==> src/rtl/i2c_pkg.sv <==
// Shared definitions for the I2C write-only master: FSM states, quarter-phase
// names within one SCL period, and the R/W bit value this block always sends.
package i2c_pkg;

  // Bus phases of one write transaction
  typedef enum logic [2:0] {
    IDLE,
    START,
    ADDR,
    ACK_A,
    DATA,
    ACK_D,
    STOP
  } state_t;

  // Quarter phases of every START / bit / STOP slot
  localparam logic [1:0] Q0 = 2'd0;
  localparam logic [1:0] Q1 = 2'd1;
  localparam logic [1:0] Q2 = 2'd2;
  localparam logic [1:0] Q3 = 2'd3;

  // R/W bit appended to the 7-bit address; this master only writes
  localparam logic RW_WRITE = 1'b0;

endpackage

==> src/rtl/i2c_clk_div.sv <==
// Quarter-period tick generator. Counts system clocks while enabled and pulses
// tick for one clock every DIV clocks; the count is held at zero when disabled
// so every transaction starts on a fresh quarter boundary.
module i2c_clk_div #(
  parameter int unsigned DIV = 25
) (
  input  logic clk,
  input  logic rst_n,
  input  logic en,
  output logic tick
);

  localparam int unsigned CW = $clog2(DIV);
  localparam logic [CW-1:0] LAST = CW'(DIV - 1);

  logic [CW-1:0] cnt;

  // Free-running modulo-DIV counter, cleared whenever the master is idle
  always_ff @(posedge clk or negedge rst_n) begin
    // NOTE: registers are written with non-blocking assignments so every flop
    // samples pre-edge values regardless of statement order.
    if (!rst_n) begin
      cnt <= '0;
    end else if (!en || cnt == LAST) begin
      cnt <= '0;
    end else begin
      cnt <= cnt + 1'b1;
    end
  end

  assign tick = en && (cnt == LAST);

endmodule

==> src/rtl/i2c_master_tx.sv <==
// Write-only I2C master. A command starts a START, the address byte with the
// write bit, then streams bytes from the data/data_valid interface, each
// followed by an ACK slot, until the source runs dry or the target NACKs, and
// finishes with a STOP. SCL and SDA are driven open-drain through *_oe.
module i2c_master_tx
  import i2c_pkg::*;
#(
  parameter int unsigned DIV = 25
) (
  input  logic       clk,
  input  logic       rst_n,
  input  logic       cmd_valid,
  input  logic [6:0] addr,
  input  logic [7:0] data,
  input  logic       data_valid,
  output logic       data_ready,
  output logic       busy,
  output logic       done,
  output logic       ack_err,
  output logic       scl_oe,
  output logic       sda_oe,
  input  logic       sda_i
);

  state_t      state;
  state_t      state_nxt;
  logic [1:0]  qtr;        // current quarter inside the slot
  logic [2:0]  bit_cnt;    // bits left in the byte after the current one
  logic [7:0]  shreg;      // byte on the wire, MSB is the current bit
  logic        ack_bit;    // SDA level captured in the ACK slot
  logic        sda_meta;
  logic        sda_sync;
  logic        tick;
  logic        q_end;
  logic        in_ack;
  logic        last_bit;

  assign busy     = (state != IDLE);
  assign q_end    = tick && (qtr == Q3);
  assign in_ack   = (state == ACK_A) || (state == ACK_D);
  assign last_bit = (bit_cnt == 3'd0);

  i2c_clk_div #(
    .DIV (DIV)
  ) u_clk_div (
    .clk   (clk),
    .rst_n (rst_n),
    .en    (busy),
    .tick  (tick)
  );

  // Two-flop synchronizer for the asynchronous SDA input
  always_ff @(posedge clk or negedge rst_n) begin
    // NOTE: the synchronizer resets to 1, the level of a released open-drain
    // line, so a reset can never look like a target ACK.
    if (!rst_n) begin
      sda_meta <= 1'b1;
      sda_sync <= 1'b1;
    end else begin
      sda_meta <= sda_i;
      sda_sync <= sda_meta;
    end
  end

  // FSM state register
  always_ff @(posedge clk or negedge rst_n) begin
    if (!rst_n) begin
      state <= IDLE;
    end else begin
      state <= state_nxt;
    end
  end

  // FSM next-state logic; every slot lasts four quarters
  always_comb begin
    // NOTE: state_nxt gets a default before the case so no path leaves it
    // unassigned, which would otherwise infer a latch.
    state_nxt = state;
    case (state)
      IDLE:  if (cmd_valid) state_nxt = START;
      START: if (q_end) state_nxt = ADDR;
      ADDR:  if (q_end && last_bit) state_nxt = ACK_A;
      DATA:  if (q_end && last_bit) state_nxt = ACK_D;
      ACK_A,
      ACK_D: begin
        if (q_end) begin
          if (!ack_bit && data_valid) state_nxt = DATA;
          else                        state_nxt = STOP;
        end
      end
      STOP:  if (q_end) state_nxt = IDLE;
      default: state_nxt = IDLE;
    endcase
  end

  // Datapath: quarter counter, bit counter, shift register, ACK capture,
  // error flag and the end-of-transaction pulse
  always_ff @(posedge clk or negedge rst_n) begin
    if (!rst_n) begin
      qtr     <= Q0;
      bit_cnt <= 3'd0;
      shreg   <= 8'h00;
      ack_bit <= 1'b0;
      ack_err <= 1'b0;
      done    <= 1'b0;
    end else begin
      done <= 1'b0;
      if (state == IDLE) begin
        qtr <= Q0;
        if (cmd_valid) begin
          shreg   <= {addr, RW_WRITE};
          bit_cnt <= 3'd7;
          ack_err <= 1'b0;
        end
      end else if (tick) begin
        qtr <= qtr + 2'd1;  // wraps Q3 -> Q0 at each slot boundary
        if (in_ack && qtr == Q2) begin
          ack_bit <= sda_sync;
        end
        if (qtr == Q3) begin
          case (state)
            ADDR,
            DATA: begin
              bit_cnt <= bit_cnt - 3'd1;
              shreg   <= {shreg[6:0], 1'b0};
            end
            ACK_A,
            ACK_D: begin
              if (ack_bit) begin
                ack_err <= 1'b1;
              end else if (data_valid) begin
                shreg   <= data;
                bit_cnt <= 3'd7;
              end
            end
            STOP:    done <= 1'b1;
            default: ;
          endcase
        end
      end
    end
  end

  // Bus drive and byte handshake decoded from state and quarter.
  // SCL is pulled low in Q0-Q1 of every bit, so SDA only moves while SCL is low.
  always_comb begin
    scl_oe     = 1'b0;
    sda_oe     = 1'b0;
    data_ready = 1'b0;
    case (state)
      START: begin
        sda_oe = qtr[1];
      end
      ADDR,
      DATA: begin
        scl_oe = ~qtr[1];
        sda_oe = ~shreg[7];
      end
      ACK_A,
      ACK_D: begin
        scl_oe     = ~qtr[1];
        data_ready = q_end && !ack_bit && data_valid;
      end
      STOP: begin
        scl_oe = (qtr == Q0);
        sda_oe = (qtr != Q3);
      end
      default: ;
    endcase
  end

endmodule

==> config.mk <==
export PLATFORM = sky130hd
export DESIGN_NAME = i2c_master_tx
export DESIGN_NICKNAME = d
export VERILOG_FILES = /design/src/rtl/i2c_pkg.sv /design/src/rtl/i2c_clk_div.sv /design/src/rtl/i2c_master_tx.sv
export SDC_FILE = /design/constraint.sdc
export NUM_CORES = 1
export LEC_CHECK = 0
export CAP_MARGIN = 20
export CORE_AREA = 3 3 84 46
export DETAILED_ROUTE_END_ITERATION = 16
export DIE_AREA = 0 0 87 49
export GPL_TIMING_DRIVEN = 0
export PLACE_DENSITY = 0.8
export SKIP_CTS_REPAIR_TIMING = 1
export SLEW_MARGIN = 0
export SYNTH_ARGS = -nofsm -noshare
export SYNTH_HDL_FRONTEND = slang
export SYNTH_HIERARCHICAL = 1
export SYNTH_SLANG_ARGS = --single-unit
==> constraint.sdc <==
create_clock -name clk -period 4.72 [get_ports clk]
set_input_delay 0.472 -clock clk [delete_from_list [all_inputs] [get_ports clk]]
set_output_delay 0.472 -clock clk [all_outputs]
set_load 0.02 [all_outputs]
==> out/qor_table.md <==
| Metric | Reported | Unit |
|---|---|---|
| Result of the run | complete, no violations | - |
| CP Launch Type | flip-flop | - |
| Count of flip-flops with a built-in enable after synthesis | 0 | - |
| Period Utilization, post-route | 64.88 | % |
| Clock insertion delay at the later pin of the skew report | 0.28 | ns |
| Area Growth Syn to Fin | 22.83 | % |
| Wire length per cell | 16.03 | µm |
| Actual slew at the worst max-slew pin | 0.6897 | ns |
| Crit path time final | 3.063 | ns |
| # fillers | 226 | - |
| Maximum VDD drop | 155.8 | µV |
| Sequential element share of the synthesized area | 37.37 | % |
| CTS H-tree depth | 1 | - |
| Yosys top cell area share | 34.36 | % |
| Class of the worst hold path | reg2reg | - |
| Sum of overflow across all layers after global routing | 0 | - |
| Total routing resource utilization after global routing | 19.79 | % |
| Detailed placer's ending HPWL | 2.833 | mm |
| Final TNS setup | 0 | ns |
| Number of nets with antenna violations after routing | 0 | - |
| Die height | 49 | µm |
| Mapped Nets | 201 | - |
| Routability Congestion | 0.8840 | - |
| Netlist area before placement | 1748 | µm² |
| Total Die Area | 4263 | µm² |
| Number of remaining DRC errors | 0 | - |
| Power density relative to cell area | 206.3 | nW/µm² |
| Layout Cell Area excl Fill | 2147 | µm² |
| Root Buffer Master | sky130_fd_sc_hd__clkbuf_8 | - |
| Violation count after the first detailed-route iteration | 79 | - |
| Leakage power of the design | 0.9062 | nW |
| Gate count of the mapped netlist | 174 | - |
| Synth Flop Type | sky130_fd_sc_hd__dfrtp_1 | - |
| Number of setup violations in the final report | 0 | - |
| Worst reg2reg endpoint | shreg[6] | - |
| Synthesized area per cell | 10.05 | µm² |
| Total number of vias | 1,414 | - |
| Number of placement rows | 14 | - |
| Area used by sequential logic in the layout | 653.1 | µm² |
| Unrepaired setup endpoints after global routing | no | - |
| Origin of the worst min-delay path | sda_meta | - |
| Antenna fix cells | 0 | - |
| Number of buffers inserted by port buffering | 25 | - |
| Setup Skew | 0.003140 | ns |
| Crit path required time | 4.25 | ns |
| Layout Nets | 232 | - |
| Timing-limited maximum frequency | 326.5 | MHz |
| Multi-input gate area in the final layout | 1006 | µm² |
| Worst reg2reg path startpoint | state[0] | - |
| Pins over their slew limit | 0 | - |
| Async S/R FF share, synth | 100.0 | % |
| Antenna violations before repair | 0 | - |
| Clock transition at the register clock pins on the worst setup and hold paths after CTS | 0.10 | ns |
| Effective utilization at floorplan | 57.02 | % |
| Fraction of layout instances using a drive strength above 1 | 19.12 | % |
| Max Buffers Root-to-Sink | 2 | - |
| Depth of the worst register-to-register path | 9 | - |
| Final routed wirelength across all metal layers | 3.911 | mm |
| Number of buffers added by the clock tree synthesis step | 3 | - |
| Reg-to-reg setup timing slack | 2.11 | ns |
| Crit path arrival time | 2.59 | ns |
| Synthesis-stage register bit count | 26 | - |
| Placeable core region | 3065 | µm² |
| Synth unique cells | 49 | - |
| CP endpoint kind | output port | - |
| Top fanout value on the critical path | 15 | - |
| IO Pins | 26 | - |
| Vias in the first global route | 1,446 | - |
| Setup crit start | state[0] | - |
| Number of vias per cell | 5.795 | - |
| CTS tree | done | - |
| Maximum number of pins on one net before global-route repair | 16 | - |
| Cell taking the most area after synthesis | sky130_fd_sc_hd__dfrtp_1 | - |
| Min setup slack post-route | 1.657 | ns |
| Capture endpoint of the worst hold path | sda_sync | - |
| Chip Width | 87 | µm |
| Most frequent cells after synthesis | sky130_fd_sc_hd__dfrtp_1, sky130_fd_sc_hd__nor2_1, sky130_fd_sc_hd__a21oi_1 | - |
| Depth of the worst hold-timing path | 0 | - |
| First-pass GRT wire length | 6.727 | mm |
| Rel. slew slack | 53.88 | % |
| Max-cap violations | 0 | - |
| Dominant cells by area after synthesis | sky130_fd_sc_hd__dfrtp_1, sky130_fd_sc_hd__mux2_4, sky130_fd_sc_hd__mux2_2, sky130_fd_sc_hd__ha_1, sky130_fd_sc_hd__mux2i_1 | - |
| Most frequent cell after synthesis | sky130_fd_sc_hd__dfrtp_1 | - |
| Area after detailed placement | 2076 | µm² |
| Sink count of the clock tree | 26 | - |
| Warning count from the yosys run | 6 | - |
| Worst slack after detailed placement | 1.998 | ns |
| DRT Pass-1 Iters | 4 | - |
| Final hold viol count | 0 | - |
| Total power after layout | 443.0 | µW |
| Final core utilization | 70.04 | % |
| Critical path class | reg2out | - |
-- cell usage in the layout, fill, tap and decap left out, types with 3 or more instances in the layout --
cell | Yosys | routed
sky130_fd_sc_hd__nor2_1 | 18 | 18
sky130_fd_sc_hd__inv_1 | 7 | 7
sky130_fd_sc_hd__clkbuf_8 | 0 | 3
sky130_fd_sc_hd__o21ai_0 | 6 | 6
sky130_fd_sc_hd__dfrtp_1 | 24 | 24
sky130_fd_sc_hd__nor3_1 | 4 | 4
sky130_fd_sc_hd__a21oi_1 | 14 | 14
sky130_fd_sc_hd__mux2i_1 | 8 | 8
sky130_fd_sc_hd__ha_1 | 7 | 7
sky130_fd_sc_hd__mux2_2 | 8 | 8
sky130_fd_sc_hd__nand2b_1 | 4 | 4
sky130_fd_sc_hd__a211oi_1 | 7 | 7
sky130_fd_sc_hd__mux2_4 | 8 | 8
sky130_fd_sc_hd__clkdlybuf4s50_1 | 0 | 25
sky130_fd_sc_hd__nand2_1 | 12 | 12
-- state kept, by name, summed over array words and instances (netlist names) --
register / cells
ack_bit: 1
qtr: 2
shreg: 8
done: 1
bit_cnt: 3
sda_meta: 1
state: 3
sda_sync: 1
u_clk_div/cnt: 5
ack_err: 1
-- cell type report --
type,count,share of cell area (%)
repair buffers,26,12.94
well taps,40,2.331
inverters,8,1.399
plain buffers,9,2.739
clock inverters,1,1.399
multi-input cells,131,46.85
flip-flops and latches,26,30.42
clock buffers,3,1.923
-- worst max path at each step --
stage | to | slack, ns
6_report | data_ready | 1.66
5_1_grt | data_ready | 1.52
4_1_cts | data_ready | 1.66
3_5_place_dp | data_ready | 2.00
3_3_place_gp | data_ready | 1.99
2_1_floorplan | shreg[0] | 2.47
-- layer usage --
metal	share of wire (%)	up-vias	global-route usage [%]
met1	48	692	25.76
met3	4.0	4	4.722
met2	47	27	33.88
met4	0.89	0	3.109
li1	-	691	-
met5	0	-	0
-- critical path, cell delays in order (launching register included) --
cell and delay (ns):
sky130_fd_sc_hd__dfrtp_1 0.37, sky130_fd_sc_hd__buf_2 0.18, sky130_fd_sc_hd__nor3_2 0.41, sky130_fd_sc_hd__inv_2 0.23
sky130_fd_sc_hd__and2_2 0.27, sky130_fd_sc_hd__nand2_1 0.23, sky130_fd_sc_hd__nor3_1 0.08, sky130_fd_sc_hd__clkdlybuf4s50_1 0.55
-- power breakdown --
| part | switching, mW | leakage [nW] | internal [mW] | total [mW] |
|---|---|---|---|---|
| combinational | 0.0101 | 0.538 | 0.0186 | 0.0287 |
| sequential | 0.000165 | 0.333 | 0.224 | 0.224 |
| clock | 0.0765 | 0.0357 | 0.114 | 0.190 |
-- per-stage QoR --
stage	hold WS (ns)	std cells
after floorplan	0.1764	174
after global placement	0.3458	239
after CTS	0.3621	244
after detailed placement	0.3473	240
after global routing	0.3714	244
final	0.3610	244
-- logic make-up after synthesis --
family	Yosys count	synth area share, %
simple gates	57	18.90
compound gates	39	14.89
flops	26	37.37
mux	25	17.25
buf+inv	17	5.082
fa+ha+maj	7	5.011
xor+xnor	3	1.503
(Power assumes the default switching activity.)
